## config.mk

```make
export PLATFORM = sky130hd
export DESIGN_NAME = puf_eval_ctrl
export DESIGN_NICKNAME = d
export VERILOG_FILES = /design/src/rtl/puf_eval_ctrl.sv
export SDC_FILE = /design/constraint.sdc
export NUM_CORES = 1
export LEC_CHECK = 0
export CORE_MARGIN = 2
export CORE_UTILIZATION = 55
export CTS_CLUSTER_SIZE = 12
export DETAILED_ROUTE_END_ITERATION = 8
export HOLD_SLACK_MARGIN = 0.12
export PLACE_DENSITY = 0.93
export SLEW_MARGIN = 20
export SYNTH_ARGS = -nofsm -noshare
export SYNTH_HDL_FRONTEND = slang
export SYNTH_SLANG_ARGS = --single-unit
```

## constraint.sdc

```tcl
create_clock -name clk -period 2.7 [get_ports clk]
set_input_delay 0.54 -clock clk [delete_from_list [all_inputs] [get_ports clk]]
set_output_delay 0.54 -clock clk [all_outputs]
set_load 0.01 [all_outputs]
```

## src/rtl/puf_eval_ctrl.sv

```systemverilog
// Sequencer for the ring-oscillator PUF datapath: selects oscillator pairs, runs timed clear/run/settle windows and compares counts.
// Latency: (3 + WINDOW + SETTLE) clk per response bit (x3 with PUF_MAJORITY_EN), plus one DONE cycle; done pulses NBITS*budget cycles after start.
// Backpressure: none; start is only sampled in IDLE and ignored while busy. Optional macro: PUF_MAJORITY_EN (3 measurements per bit, majority vote).
//
// Ports:
//   clk, rst_n (asynchronous, active HIGH despite the name)
//   start, challenge       : host request and pair seed
//   count_a, count_b       : edge counter values for sel_a / sel_b
//   osc_en, cnt_clr        : oscillator/counter enable and counter clear
//   sel_a, sel_b           : oscillator selects for the current pair
//   busy, done, response, tie_cnt : status and result
module puf_eval_ctrl #(
    parameter int NBITS  = 4,
    parameter int SEL_W  = 3,
    parameter int CNT_W  = 8,
    parameter int WINDOW = 16,
    parameter int SETTLE = 4
) (
    input  logic             clk,
    input  logic             rst_n,
    input  logic             start,
    input  logic [SEL_W-1:0] challenge,
    input  logic [CNT_W-1:0] count_a,
    input  logic [CNT_W-1:0] count_b,
    output logic             osc_en,
    output logic             cnt_clr,
    output logic [SEL_W-1:0] sel_a,
    output logic [SEL_W-1:0] sel_b,
    output logic             busy,
    output logic             done,
    output logic [NBITS-1:0] response,
    output logic [3:0]       tie_cnt
);

    localparam int KW      = (NBITS > 1) ? $clog2(NBITS) : 1;
    localparam int TMR_MAX = (WINDOW > SETTLE) ? WINDOW : SETTLE;
    localparam int TMR_W   = $clog2(TMR_MAX + 1);

    typedef enum logic [2:0] {
        S_IDLE,
        S_CLEAR,
        S_RUN,
        S_SETTLE,
        S_SAMPLE,
        S_DONE
    } state_t;

    state_t             r_state;
    logic [SEL_W-1:0]   r_seed;
    logic [KW-1:0]      r_k;
    logic [TMR_W-1:0]   r_tmr;
    logic               r_osc_en;
    logic               r_cnt_clr;
    logic [SEL_W-1:0]   r_sel_a;
    logic [SEL_W-1:0]   r_sel_b;
    logic               r_busy;
    logic               r_done;
    logic [NBITS-1:0]   r_response;
    logic [3:0]         r_tie;

    logic               w_gt;
    logic               w_eq;
    logic               w_bit;
    logic               w_meas_done;
    logic [3:0]         w_tie_nxt;
    logic [SEL_W-1:0]   w_next_a;
    logic [SEL_W-1:0]   w_next_b;

    assign w_gt      = (count_a > count_b);
    assign w_eq      = (count_a == count_b);
    assign w_tie_nxt = (r_tie == 4'hF) ? r_tie : r_tie + 4'd1;

    // Next pair base = seed + 2*(k+1), wrapping in the SEL_W-bit select space.
    assign w_next_a = SEL_W'(32'(r_seed) + 32'd2 * (32'(r_k) + 32'd1));
    assign w_next_b = w_next_a + SEL_W'(1);

`ifdef PUF_MAJORITY_EN
    // r_rep counts completed measurements of the current pair; r_votes counts a>b outcomes.
    logic [1:0] r_rep;
    logic [1:0] r_votes;
    logic [1:0] w_vote_total;

    assign w_vote_total = r_votes + {1'b0, w_gt};
    assign w_meas_done  = (r_rep == 2'd2);
    assign w_bit        = (w_vote_total >= 2'd2);
`else
    assign w_meas_done  = 1'b1;
    assign w_bit        = w_gt;
`endif

    always_ff @(posedge clk or posedge rst_n) begin
        if (rst_n) begin
            r_state    <= S_IDLE;
            r_seed     <= '0;
            r_k        <= '0;
            r_tmr      <= '0;
            r_osc_en   <= 1'b0;
            r_cnt_clr  <= 1'b0;
            r_sel_a    <= '0;
            r_sel_b    <= '0;
            r_busy     <= 1'b0;
            r_done     <= 1'b0;
            r_response <= '0;
            r_tie      <= '0;
`ifdef PUF_MAJORITY_EN
            r_rep      <= '0;
            r_votes    <= '0;
`endif
        end else begin
            r_done <= 1'b0;
            case (r_state)
                S_IDLE: begin
                    if (start) begin
                        r_seed     <= challenge;
                        r_sel_a    <= challenge;
                        r_sel_b    <= challenge + SEL_W'(1);
                        r_k        <= '0;
                        r_tmr      <= '0;
                        r_response <= '0;
                        r_tie      <= '0;
                        r_busy     <= 1'b1;
                        r_cnt_clr  <= 1'b1;
                        r_state    <= S_CLEAR;
                    end
                end

                // Counter clear is held for two cycles.
                S_CLEAR: begin
                    if (r_tmr == TMR_W'(1)) begin
                        r_tmr     <= '0;
                        r_cnt_clr <= 1'b0;
                        r_osc_en  <= 1'b1;
                        r_state   <= S_RUN;
                    end else begin
                        r_tmr <= r_tmr + TMR_W'(1);
                    end
                end

                S_RUN: begin
                    if (r_tmr == TMR_W'(WINDOW - 1)) begin
                        r_tmr    <= '0;
                        r_osc_en <= 1'b0;
                        r_state  <= S_SETTLE;
                    end else begin
                        r_tmr <= r_tmr + TMR_W'(1);
                    end
                end

                // Oscillators are off here, so the counters are quiescent by SAMPLE.
                S_SETTLE: begin
                    if (r_tmr == TMR_W'(SETTLE - 1)) begin
                        r_tmr   <= '0;
                        r_state <= S_SAMPLE;
                    end else begin
                        r_tmr <= r_tmr + TMR_W'(1);
                    end
                end

                S_SAMPLE: begin
                    if (w_eq) begin
                        r_tie <= w_tie_nxt;
                    end
`ifdef PUF_MAJORITY_EN
                    r_rep   <= w_meas_done ? 2'd0 : r_rep + 2'd1;
                    r_votes <= w_meas_done ? 2'd0 : w_vote_total;
`endif
                    if (w_meas_done) begin
                        r_response[r_k] <= w_bit;
                        if (r_k == KW'(NBITS - 1)) begin
                            r_busy  <= 1'b0;
                            r_done  <= 1'b1;
                            r_state <= S_DONE;
                        end else begin
                            r_k       <= r_k + KW'(1);
                            r_sel_a   <= w_next_a;
                            r_sel_b   <= w_next_b;
                            r_cnt_clr <= 1'b1;
                            r_state   <= S_CLEAR;
                        end
                    end else begin
                        // Repeat measurement of the same pair.
                        r_cnt_clr <= 1'b1;
                        r_state   <= S_CLEAR;
                    end
                end

                S_DONE: begin
                    r_state <= S_IDLE;
                end

                default: begin
                    r_state <= S_IDLE;
                end
            endcase
        end
    end

    assign osc_en   = r_osc_en;
    assign cnt_clr  = r_cnt_clr;
    assign sel_a    = r_sel_a;
    assign sel_b    = r_sel_b;
    assign busy     = r_busy;
    assign done     = r_done;
    assign response = r_response;
    assign tie_cnt  = r_tie;

endmodule

```

## Word-level counts from Yosys, hierarchy flattened

Index checks and enable logic that the tools add are counted.
Widths: inputs -> output; s select.

- Add/subtract/negate cells: 7
- Order comparisons: 3
- Equal/unequal tests: 18
- Multiplexer cells: 39
- Reductions and logical operators: 15

Operators with widths:

| cell | count |
|---|---|
| $mux 3 | 9 |
| $mux 5 | 4 |
| $pmux 5 s4 | 1 |
| $ne 2x2->1 const B | 8 |
| $pmux 4 s2 | 2 |
| $pmux 3 s5 | 1 |
| $mux 4 | 3 |
| $pmux 3 s2 | 2 |
| $reduce_and 4->1 | 3 |
| $mux 1 | 9 |
| $reduce_and 3->1 | 3 |
| $eq 8x8->1 | 1 |
| $gt 8x8->1 | 1 |
| $add 3x1->3 const B | 2 |
| $eq 3x2->1 const B | 2 |
| $reduce_and 2->1 | 3 |
| $add 5x1->5 const B | 1 |
| $eq 5x1->1 const B | 1 |
| $eq 5x2->1 const B | 1 |
| $eq 5x4->1 const B | 1 |
| $add 2x1->2 const B | 2 |
| $add 4x1->4 const B | 1 |
| $bwmux 4 | 1 |
| $eq 4x4->1 const B | 1 |
| 16 further kinds | 19 |

- Register bits: 31
- Input port bits: 22

## Longest topological paths before layout

Gate-level depths: netlist of the first run.

- Word-level depth: 6
- Depth in mapped cells: 8
- Mapped depth without buffers: 8

## Worst setup path after synthesis of the first run

OpenSTA, ideal clock, no wires.

- Kind: input to register
- Start: in count_b[5]
- End: reg r_tie[0] (netlist: tie_cnt[0])
- Setup time: 0.125 ns
- Data arrival time: 1.636 ns
- Slack: 0.939 ns
- Stages on the path: 6
- Buffers on the path: 0
- Cell sequence: inv_1 > ha_1 > nand4_1 > and4bb_2 > nor2_1 > mux2_2

- Cells in the longest elaborated chain, start to end: 3

RTL lines:

| what | RTL line | text |
|---|---|---|
| start: declaration | 24 | `input logic [CNT_W-1:0] count_b,` |
| $eq 8x8->1 | 70 | `assign w_eq = (count_a == count_b);` |
| $ne 2x2->1 (no line) | n/a |  |
| $reduce_and 4->1 (no line) | n/a |  |
| end signal: assignment | 161 | `r_tie <= w_tie_nxt;` |
| end: declaration | 59 | `logic [3:0] r_tie;` |

No other way between the ends.
A chain may end at the register's enable or synchronous reset.

## Worst setup path after layout of the first run

- Start: reg r_state[0]
- End: reg r_sel_b[2] (netlist: sel_b[2])

- Cells in the longest elaborated chain, start to end: 3
- Elaborated cells between the ends (all ways): 7
- Those cells by class: 3 x eq/ne; 1 x mux; 3 x reduce/logical

RTL lines:

| what | RTL line | text |
|---|---|---|
| start: declaration | 48 | `state_t r_state;` |
| start signal: assignment | 93 | `r_state <= S_IDLE;` |
| start signal: assignment | 123 | `r_state <= S_CLEAR;` |
| start signal: assignment | 133 | `r_state <= S_RUN;` |
| $eq 3x3->1 or $logic_not 3->1 (tied branches) | 111 | `case (r_state)` |
| $ne 2x2->1 (no line) or $reduce_bool 2->1 (tied branches) | n/a |  |
| $reduce_and 3->1 (no line) | n/a |  |
| end signal: assignment | 116 | `r_sel_b <= challenge + SEL_W'(1);` |
| end signal: assignment | 176 | `r_sel_b <= w_next_b;` |
| end: declaration | 55 | `logic [SEL_W-1:0] r_sel_b;` |

Parallel ways exist; a longest one is shown, timed or not.

==> results.yml, run 1 <==
timing:
  setup_violations: 0
  worst_slew_pin_slew_ns: 0.571
  fmax_mhz: 482
  rsz0062_at_grt: "no"
  fin_skew_ns: 0.0106
  setup_slack_ns: 0.624
  post-route-period-util: 0.769
  slew_viol_final: 0
  slew_headroom: 0.618
  final.setup.tns_ns: 0
  hold_viol_final: 0
  finalCriticalPeriod_ns: 2.08
worst_setup_path:
  required_ns: 2.95
  start_kind: "flip-flop"
  setup.worst_path.start: "r_state[0]"
  reg2reg_from: "r_state[0]"
  crit_slowest_cell: "dfrtp_1"
  critPathKind: "flip-flop to flip-flop"
  crit_arrival_ns: 2.32
  cp-endpoint: "sel_b[2]"
  max_stage_delay_ns: 0.58
  path_max_fanout: 15
  path_cells: "nor3b_2 -> mux2_1 -> ha_1 -> xor2_1 -> o21ai_1"
  r2r_cells: 5
  rr_endpoint: "sel_b[2]"
  end_kind: "flip-flop"
  r2r_slack_ns: 0.62
drt:
  via_count: 1633
  antenna_left: 0
  routed_via_density: 5.44
  drt_pre_antenna_iters: 4
  wl_um: 4110
  drc: 0
  drt_iter0_drc: 55
  wire_per_inst_um: 13.7
floorplanning:
  die_h_um: 63.3
  num_rows: 21
  initial_core_util: 0.576
  coreArea_um2: 3360
  dieArea_um2: 4010
  pin_count: 40
  die_w_um: 63.3
power_and_ir_drop:
  peakVddDrop_uv: 214
  pwr-share-comb: 0.152
  p_clk_frac: 0.322
  internal_power_mw: 0.718
  switching_share: 0.233
  p_sw_mw: 0.218
  p_per_area_nw_per_um2: 385
  leakage_nw: 1.17
  seq_power_share: 0.526
clock_tree:
  postCtsSetupBuffers: 0
  holdBufCountCts: 0
  ctsResizeCount: 0
  htree_levels: 2
  cts_tree: "yes"
  clock-sinks: 31
  clock_latency_ns: 0.32
  cts_root_buf: "clkbuf_4"
  clkSlewWorstSetupHoldPaths_ns: 0.09
  cts-buffers-inserted: 5
  cts_buffer_depth: 2
hold_path:
  hold_class: "flip-flop to flip-flop"
finish:
  fillerInstances: 266
  seqCellArea_um2: 776
  stdcell_area_um2: 2430
  fin_nets: 294
  n_antenna_cell: 0
  post-route-util: 0.722
  area_growth_pct: 25.5
  multi_input_area_um2: 1050
  layout-drive-gt1-share: 0.0709
synth:
  yosysTopAreaCell: "dfrtp_1"
  synth-async-reset-ratio: 1.00
  avgSynthCellArea_um2: 9.17
  synth_top_area_share: 0.401
  synth.most_common_cell: "nand2_1"
  syn_nets: 252
  synthTopCellsByCount: "nand2_1 (39), dfrtp_1 (31), ha_1 (19)"
  ys_top_cells_by_area: "dfrtp_1 (40%), ha_1 (12%), nand2_1 (7.6%), inv_1 (2.9%), mux2_1 (2.9%)"
  ys_seq_elements: 31
  ys.flop_type: "dfrtp_1"
  syn-cell-area_um2: 1940
  ys_types: 46
  ys_seq_area_frac: 0.401
  postSynthCellCount: 211
  synth_edf_count: 0
  ys_warn_count: 0
placement:
  place.gp.congestion: 0.837
  place_area_um2: 2360
  dp_slack_ns: 0.315
  place.port_buffers: 39
  dp_hpwl_um: 3170
global_routing:
  grt-ovfl-total: 0
  grt_pass1_vias: 1702
  grt_pass1_wl_um: 7270
  antenna_found_initial: 0
  grt_max_degree: 32
  grt_use_total: 0.227
run_status:
  status: "finished clean"
run:
  drv_cap: 0
-- worst max-delay path: cells and delay by family, from the launching register on --
family / cells / cell delay (ns)
xor gates and xnor gates: 1 / 0.16
DFF: 1 / 0.58
muxes: 1 / 0.39
and+or+nand+nor: 1 / 0.55
adders and majority gates: 1 / 0.20
AOI/OAI and AO/OA: 1 / 0.13
-- metrics by stage --
step                cells  total power [mW]  hold slack, ns
floorplan             211             0.564           0.446
global placement      292             0.638           0.461
detailed placement    292             0.647           0.464
CTS                   300             0.950           0.488
global route          300             0.984           0.527
finish                300             0.936           0.482
-- worst min path at each step --
stage | from | to | slack, ns | depth (start not counted)
5_1_grt | sel_a[0] | sel_a[0] | 0.53 | 1
2_1_floorplan | r_seed[0] | r_seed[0] | 0.45 | 2
3_3_place_gp | r_seed[0] | r_seed[0] | 0.46 | 2
3_5_place_dp | sel_b[0] | sel_b[0] | 0.46 | 2
4_1_cts | sel_b[0] | sel_b[0] | 0.49 | 2
6_report | sel_b[1] | sel_b[1] | 0.48 | 2
-- area by class of cell --
type                            count  area share
Clock buffer                        8      0.0283
Inverter                           16      0.0247
Multi-Input combinational cell    157       0.434
Sequential cell                    31       0.319
Tap cell                           46      0.0237
Timing Repair Buffer               42       0.170
-- sequential cells by signal, indices dropped and copies added, names as in the netlist, 2 cells and up --
name and flops:
r_state 3, r_tmr 5, tie_cnt 4, r_k 2, sel_a 3, sel_b 3, r_seed 3, response 4
-- per-layer routing --
layer  global-route usage  vias to the layer above  wire length (um)
met4               0.0761                        0                45
met2                0.403                       33              2110
met5                    0                        -                 0
met1                0.274                      774              1800
met3               0.0429                        6               160
li1                     -                      820                 -
-- cell usage in the layout, fill, tap and decap left out, drive strengths merged --
cell and instances:
o32ai 1, a22oi 2, xor2 1, o311ai 1, o21a 1, or4b 1
nor2 13, nor3 9, nor4b 1, mux2 7, nor3b 2, or2 1
a21o 3, nor2b 3, mux2i 3, and3b 1, nand3 5, nand4 3
o211ai 1, nand3b 3, o22ai 2, o31ai 2, inv 16, or3 1
nand2 40, clkdlybuf4s50 39, a31o 1, o2bb2ai 1, a211oi 1, dfrtp 31
nand2b 3, ha 19, a21oi 11, and3 1, a22o 1, and4bb 1
o21ai 10, buf 3, xor3 1, clkbuf 8
-- power by group through the flow --
| stage | Clock [mW] | Sequential [mW] | Combinational, mW |
|---|---|---|---|
| CTS | 0.313 | 0.493 | 0.145 |
| detailed placement | 0 | 0.502 | 0.145 |
| global route | 0.329 | 0.496 | 0.159 |
| floorplan | 0 | 0.509 | 0.0547 |
| finish | 0.302 | 0.493 | 0.142 |
| global placement | 0 | 0.500 | 0.138 |
-- logic make-up (layout without fill, tap and decap cells) --
logic type               count (synthesis)  in the layout  synth area share
adder cells (fa/ha/maj)                 19             19             0.123
AO/OA/AOI/OAI                           38             38             0.122
buffers and inverters                   23             66            0.0543
AND/OR/NAND/NOR                         88             88             0.225
multiplexers                            10             10            0.0582
XOR/XNOR                                 2              2            0.0168
flip-flops                              31             31             0.401
No activity file was read; power rests on OpenSTA's default activity.
==> inputs of run 2 (changes only) <==
- CORE_UTILIZATION: 55 -> 51
- PLACE_DENSITY: 0.93 -> 0.88
- clock period: 2.7 -> 2.1 ns (I/O delays scaled with it)
==> results.yml, run 2 (synthesis results as in run 1) <==
run_status:
  status: "finished clean"
power_and_ir_drop:
  peakVddDrop_uv: 320
  leakage_nw: 1.22
  p_per_area_nw_per_um2: 511
timing:
  fmax_mhz: 515
  slew_headroom: 0.668
  setup_violations: 0
  hold_viol_final: 0
  setup_slack_ns: 0.159
  post-route-period-util: 0.924
  slew_viol_final: 0
  rsz0062_at_grt: "no"
  hold_ws_ns: 0.477
  fin_skew_ns: 0.00443
  worst_slew_pin_slew_ns: 0.495
  finalCriticalPeriod_ns: 1.94
worst_setup_path:
  max_stage_delay_ns: 0.45
  path_max_fanout: 5
  start_kind: "primary input"
  path_cells: "clkdlybuf4s50_1 -> inv_1 -> ha_1 -> nand4_1 -> and4bb_2 -> nor2_1 -> mux2_2"
  end_kind: "flip-flop"
  crit_slowest_cell: "clkdlybuf4s50_1"
  path_buf_inv: 2
  path_delay_family: "simple AND/OR/NAND/NOR gates"
  crit_arrival_ns: 2.11
  required_ns: 2.27
  critPathKind: "primary input to flip-flop"
drt:
  drc: 0
  routed_via_density: 5.35
  antenna_left: 0
  drt_iter0_drc: 127
  drt_pre_antenna_iters: 4
  wire_per_inst_um: 13.3
  via_count: 1663
  wl_um: 4140
floorplanning:
  dieArea_um2: 4300
  pin_count: 40
  num_rows: 22
  coreArea_um2: 3660
  initial_core_util: 0.529
  die_h_um: 65.6
  die_w_um: 65.6
run:
  drv_cap: 0
clock_tree:
  holdBufCountCts: 0
  clock_latency_ns: 0.28
  cts-buffers-inserted: 5
  cts_buffer_depth: 2
  ctsResizeCount: 0
  clkSlewWorstSetupHoldPaths_ns: 0.06
  postCtsSetupBuffers: 0
  htree_levels: 2
  clock-sinks: 31
  cts_root_buf: "clkbuf_8"
  cts_tree: "yes"
placement:
  dp_slack_ns: -0.117
  dp_hpwl_um: 3210
  place.port_buffers: 39
  place.gp.congestion: 0.908
global_routing:
  grt-ovfl-total: 0
  grt_max_degree: 32
  antenna_found_initial: 0
  grt_pass1_vias: 1599
  grt_use_total: 0.220
  grt_pass1_wl_um: 7150
finish:
  fillerInstances: 302
  area_growth_pct: 30.5
  final_cell_mix: "nand2_1 (39), clkdlybuf4s50_1 (39), dfrtp_1 (31)"
  top_register: "r_tmr"
  fin_nets: 304
  layout-drive-gt1-share: 0.106
  n_antenna_cell: 0
  largest_reg_flops: 5
hold_path:
  hold_class: "flip-flop to flip-flop"
[run 2: cell types whose count changed in the layout (fill, tap and decap cells not counted), sizes merged]
cell	delta
buf	+10
clkinv	+1
clkbuf	-2
[run 2: cell type report]
cell class / count / area [um2] / area share
Multi-Input combinational cell: 157 / 1050 / 0.418
Sequential cell: 31 / 776 / 0.307
Timing Repair Buffer: 52 / 488 / 0.193
Clock buffer: 6 / 82.6 / 0.0327
Inverter: 16 / 60.1 / 0.0238
Tap cell: 48 / 60.1 / 0.0238
Clock inverter: 1 / 5.00 / 0.00198
[run 2: routing by layer]
metal | vias to the layer above | global-route usage | part of all wire
li1 | 832 | - | -
met2 | 32 | 0.388 | 0.51
met5 | - | 0 | 0
met1 | 792 | 0.259 | 0.43
met4 | 0 | 0.0781 | 0.015
met3 | 7 | 0.0565 | 0.044
[run 2: final timing paths]
kind / to / depth (start not counted) / from / slack, ns
setup reg to reg: sel_b[2] / 6 / r_k[0] / 0.27
setup / recovery: tie_cnt[0] / 7 / count_b[5] / 0.16
hold / removal: busy / 2 / busy / 0.48
min in group asynchronous: r_tmr[4] / 3 / rst_n / 0.51
max in group asynchronous: tie_cnt[1] / 3 / rst_n / 1.30
hold reg to reg: busy / 2 / busy / 0.48
[run 2: stage by stage]
stage               cells   util  setup TNS [ns]  power, mW  cell area [um2]
global route          311  0.690               0       1.35             2530
CTS                   311  0.690               0       1.31             2530
global placement      304  0.666         -0.0151      0.826             2440
detailed placement    304  0.666          -0.150      0.836             2440
floorplan             211      -               0      0.725             1940
finish                311  0.690               0       1.29             2530
[run 2: tightest hold or removal path, stage by stage, from the launching register on]
cell and delay, ns:
dfrtp_1 0.34, nand2_1 0.05, nand2_1 0.05
[run 2: power breakdown]
part | total (mW) | internal (mW) | leakage [nW] | switching [mW]
combinational | 0.188 | 0.111 | 0.804 | 0.0769
sequential | 0.635 | 0.621 | 0.370 | 0.0137
clock | 0.468 | 0.256 | 0.0470 | 0.212
total | 1.29 | 0.989 | 1.22 | 0.302
==> patch 1: new RTL, flow settings as in run 1 <==
Encoding of `state_t`: now one-hot (6 bits for 6 states).
--- a/src/rtl/puf_eval_ctrl.sv
+++ b/src/rtl/puf_eval_ctrl.sv
@@ -37,11 +37,11 @@
     localparam int TMR_W   = $clog2(TMR_MAX + 1);
 
-    typedef enum logic [2:0] {
-        S_IDLE,
-        S_CLEAR,
-        S_RUN,
-        S_SETTLE,
-        S_SAMPLE,
-        S_DONE
+    typedef enum logic [5:0] {
+        S_IDLE   = 6'b000001,
+        S_CLEAR  = 6'b000010,
+        S_RUN    = 6'b000100,
+        S_SETTLE = 6'b001000,
+        S_SAMPLE = 6'b010000,
+        S_DONE   = 6'b100000
     } state_t;
 
Formal check against the unedited RTL: same outputs for any inputs over 10 cycles, from zero or initial values and one cycle with rst_n high; not proved beyond that.
==> patch 1 against run 1 <==
  * Die area up 0.36%
  * Wire length down 7.7%
  * Final cell count down 5.0%
  * Synthesized area up 0.39%
  * Sequential cell count up 3
  * Critical endpoint is now response[3]
  * Synthesized cell count down 8.1%
  * Register-to-register slack worse by 0.04 ns
  * Non-clock buffer count down 1
  * Design area up 0.31%
  * First-iteration DRC count up 69%
  * Setup slack worse by 0.093 ns
Power is not compared: it rests on default switching activity, and its combinational part moved more than twofold at a synthesized area within 25%.
==> patch 1: results (changes against run 1) <==
| Metric | Value |
|---|---|
| Result of the run | `finished, final reports clean (unchanged)` |
| Antenna diode count | `0 (unchanged)` |
| Synth top area cells | `dfrtp_1 42%, ha_1 12%, nand2_1 5.0% (was dfrtp_1 40%, ha_1 12%, nand2_1 7.6%)` |
| DR iter-0 viols | `93 (was 55)` |
| Via Count | `1493 (was 1633)` |
| Initial antenna violation count | `0 (unchanged)` |
| Place WS | `0.1572 ns (was 0.3145 ns)` |
| Most frequent cells after synthesis | `33 x dfrtp_1, 26 x nand2_1, 19 x ha_1, 19 x inv_1, 12 x nand3_1 (was 39 x nand2_1, 31 x dfrtp_1, 19 x ha_1)` |
| Netlist cell types | `48 (was 46)` |
| Worst Max-Slew Pin Slew | `0.6010 ns (was 0.5708 ns)` |
| Final nets | `279 (was 294)` |
| H-tree depth | `2 (unchanged)` |
| Crit-path max cell delay | `0.52 ns (was 0.58 ns)` |
| RD Place Congestion | `0.8231 (was 0.8366)` |
| Placed Area | `2379 um^2 (was 2361 um^2)` |
| DR pass1 iterations | `4 (unchanged)` |
| Clock transition at path regs | `0.10 ns` |
| Sequential fraction of the synthesis area | `43.85% (was 40.08%)` |
| DP HPWL | `2.912 mm (was 3.167 mm)` |
| Clock Skew | `0.01385 ns (was 0.01064 ns)` |
| Arrival time at the worst endpoint | `2.37 ns (was 2.32 ns)` |
| Post-CTS setup buffers | `0 (unchanged)` |
| Final WL | `3.792 mm (was 4.110 mm)` |
| Port Buffers | `39 (unchanged)` |
| Synth warnings | `0 (unchanged)` |
| First-pass GRT wire length | `6.596 mm (was 7.265 mm)` |
| Most common cell in the synthesized netlist | `dfrtp_1 (was nand2_1)` |
| Clock tree buffer depth | `2 (unchanged)` |
| Antenna viol nets, final | `0 (unchanged)` |
| Synthesized Nets | `235 (was 252)` |
| GRT Resource Usage Total | `21.30% (was 22.65%)` |
| Max IR drop VDD | `0.2855 mV` |
| Root Driver | `clkbuf_4 (unchanged)` |
| Hold crit path type | `reg -> reg (unchanged)` |
| Slowest CP cell | `o32ai_1 (was dfrtp_1)` |
| Worst Path Max Fanout | `4 (was 15)` |
| Clock Latency Late Sink | `0.34 ns (was 0.32 ns)` |
| Share of layout cells above drive strength 1 | `8.368% (was 7.087%)` |
| Pin count of the biggest net entering global routing | `35 (was 32)` |
| Number of gates resized after CTS | `0 (unchanged)` |
| Synth Flop Type | `dfrtp_1 (unchanged)` |
| Fillcell total | `262 (was 266)` |
-- patch 1: layout make-up --
cell class                 count  area [um^2]  area share [%]
sequential                    34        852.1           34.96
inverter                      19        71.32           2.926
clock buffer                   8        58.81           2.413
multi-input combinational    137        992.2           40.71
tap                           46        57.56           2.361
timing repair buffer          41        405.4           16.63
-- patch 1: worst paths after layout --
check | cells past startpoint | startpoint | slack (ns) | end
setup / recovery | 8 | count_b[1] | 0.53 | response[3]
hold / removal | 2 | busy | 0.48 | busy
setup reg to reg | 5 | r_state[1] | 0.58 | sel_b[1]
hold reg to reg | 2 | busy | 0.48 | busy
max in group asynchronous | 3 | rst_n | 1.78 | r_state[0]
min in group asynchronous | 3 | rst_n | 0.58 | r_state[3]
-- patch 1: layer usage --
metal  wire [um]  vias up  track usage [%]  share of wire [%]
met5           0        -                0                  0
met4          82        0            10.87                2.2
met3         111        6            3.393                2.9
met2        1899       24            35.53                 50
met1        1699      699            26.63                 45
li1            -      764                -                  -
-- patch 1: stage by stage --
stage / util, % / cells / power, mW
final: 72.47 / 285 / 1.591
after global routing: 72.47 / 285 / 1.704
after CTS: 72.47 / 285 / 1.600
after detailed placement: 70.72 / 277 / 1.310
after global placement: 70.72 / 277 / 1.278
after floorplan: - / 194 / 1.087
-- patch 1: where the power goes --
part	switching (mW)	total [mW]	internal [mW]	leakage, nW
logic	0.285	0.587	0.302	0.689
registers	0.0850	0.708	0.623	0.436
clock network	0.167	0.296	0.128	0.0326
total	0.538	1.59	1.05	1.16
-- patch 1: critical path, delay by kind of cell --
family,cells,cell delay [ns]
compound gates,4,0.92
fa+ha+maj,1,0.27
buf+inv,2,0.50
simple gates,1,0.13
-- patch 1: cells by family after synthesis --
kind of cell	Yosys count	share of synthesized area, %
flops	34	43.85
fa+ha+maj	19	12.23
compound gates	32	10.69
mux	5	2.962
xor+xnor	5	2.254
buf+inv	23	5.087
simple gates	76	22.92
==> patch 2: new RTL, config.mk and constraints of run 1 <==
Made on the original files. Change the parameter `SETTLE` from 4 to 8.
--- a/src/rtl/puf_eval_ctrl.sv
+++ b/src/rtl/puf_eval_ctrl.sv
@@ -15,5 +15,5 @@
     parameter int CNT_W  = 8,
     parameter int WINDOW = 16,
-    parameter int SETTLE = 4
+    parameter int SETTLE = 8
 ) (
     input  logic             clk,
Formal check against the unedited RTL: same outputs for any inputs over 10 cycles, from zero or initial values and one cycle with rst_n high; that may be too few to reach the edited logic, so the function may still have changed.
==> patch 2 against run 1 <==
  * Wire length fell by 11%
  * Largest power group unchanged
  * Clock skew is essentially flat
  * Sequential cell count stayed put
  * Setup slack got worse by 0.013 ns
  * Power is 8.1% higher
  * Design area shrank 0.98%
  * Synthesized area decreased by 1.6%
  * First-iteration DRC count is 22% lower
==> patch 2: results (changes against run 1) <==
| Metric | Value |
|---|---|
| RD Place Congestion | `0.8251 (was 0.8366)` |
| Worst slew margin | `62.97% (was 61.85%)` |
| Leak | `1.115 nW (was 1.167 nW)` |
| Vias in the first global route | `1505 (was 1702)` |
| Synthesized Nets | `232 (was 252)` |
| Int Pwr | `783.1 uW (was 717.9 uW)` |
| Post-synthesis cell count | `191 (was 211)` |
| Netlist cell types | `44 (was 46)` |
| Fillcell total | `252 (was 266)` |
| Share of layout cells above drive strength 1 | `10.68% (was 7.087%)` |
| Fin util | `72.10% (was 72.25%)` |
| Post-placement cell count | `272 (was 292)` |
| CP Capture Point | `r_state[2] (was sel_b[2])` |
| Routed met3 length | `176 um (was 160 um)` |
| Crit-path max cell delay | `0.43 ns (was 0.58 ns)` |
| Hold EP | `busy (was sel_b[1])` |
| R2R depth | `8 (was 5)` |
| Wire per inst | `13.00 um (was 13.70 um)` |
| WL met2 | `1.810 mm (was 2.108 mm)` |
| Final WL | `3.640 mm (was 4.110 mm)` |
| Synth Area in Adders | `12.48% (was 12.28%)` |
| Clk pwr | `381 uW (was 302 uW)` |
| CP delay by family, top | `compound AO/OA/AOI/OAI gates (was flip-flops)` |
| Result of the run | `finished, final reports clean (unchanged)` |
| GRT Resource Usage Total | `21.35% (was 22.65%)` |
| Worst Path Max Fanout | `5 (was 15)` |
| Synth top area cells | `dfrtp_1 41%, ha_1 12%, mux2_2 5.9% (was dfrtp_1 40%, ha_1 12%, nand2_1 7.6%)` |
| Mux contribution to synthesized area | `8.016% (was 5.818%)` |
| First-pass GRT wire length | `6.665 mm (was 7.265 mm)` |
| DP HPWL | `2.788 mm (was 3.167 mm)` |
| Via density | `5.304 (was 5.443)` |
| Most frequent cells after synthesis | `31 x dfrtp_1, 24 x nand2_1, 19 x ha_1 (was 39 x nand2_1, 31 x dfrtp_1, 19 x ha_1)` |
| Clock Skew | `0.01019 ns (was 0.01064 ns)` |
| Placed Area | `2320 um^2 (was 2361 um^2)` |
| XOR/XNOR Fraction of Synth Area | `1.708% (was 1.681%)` |
| Max IR drop VDD | `0.2942 mV (was 0.2143 mV)` |
| Number of gates resized after CTS | `0 (unchanged)` |
| CP startpoint | `r_tmr[0] (was r_state[0])` |
| Post-synthesis compound-gate area fraction | `13.93% (was 12.22%)` |
## patch 2: area by class of cell
class,count,share of cell area [%]
multi-input combinational,137,42.28
sequential,31,32.24
timing repair buffer,41,16.85
inverter,17,2.652
tap,46,2.392
clock buffer,6,2.132
clock inverter,2,1.456
## patch 2: stage by stage
stage	total power, mW	setup slack (ns)	hold slack [ns]
after detailed placement	0.6423	0.3086	0.4769
after floorplan	0.5629	0.8147	0.4753
final	1.012	0.6106	0.4886
after global placement	0.6363	0.3413	0.4630
after global routing	1.061	0.4608	0.5526
after CTS	1.022	0.6076	0.4987
## patch 2: per-layer routing
metal  global-route usage [%]  vias to the layer above
met5                        0                        -
met1                    26.35                      689
met2                    35.62                       35
li1                         -                      754
met4                    7.778                        0
met3                    6.126                        7
## patch 2: tightest hold or removal path, cell delays in order (launching register included)
cell and delay [ns]:
dfrtp_1 0.36, nand2_1 0.05, nand2_1 0.05
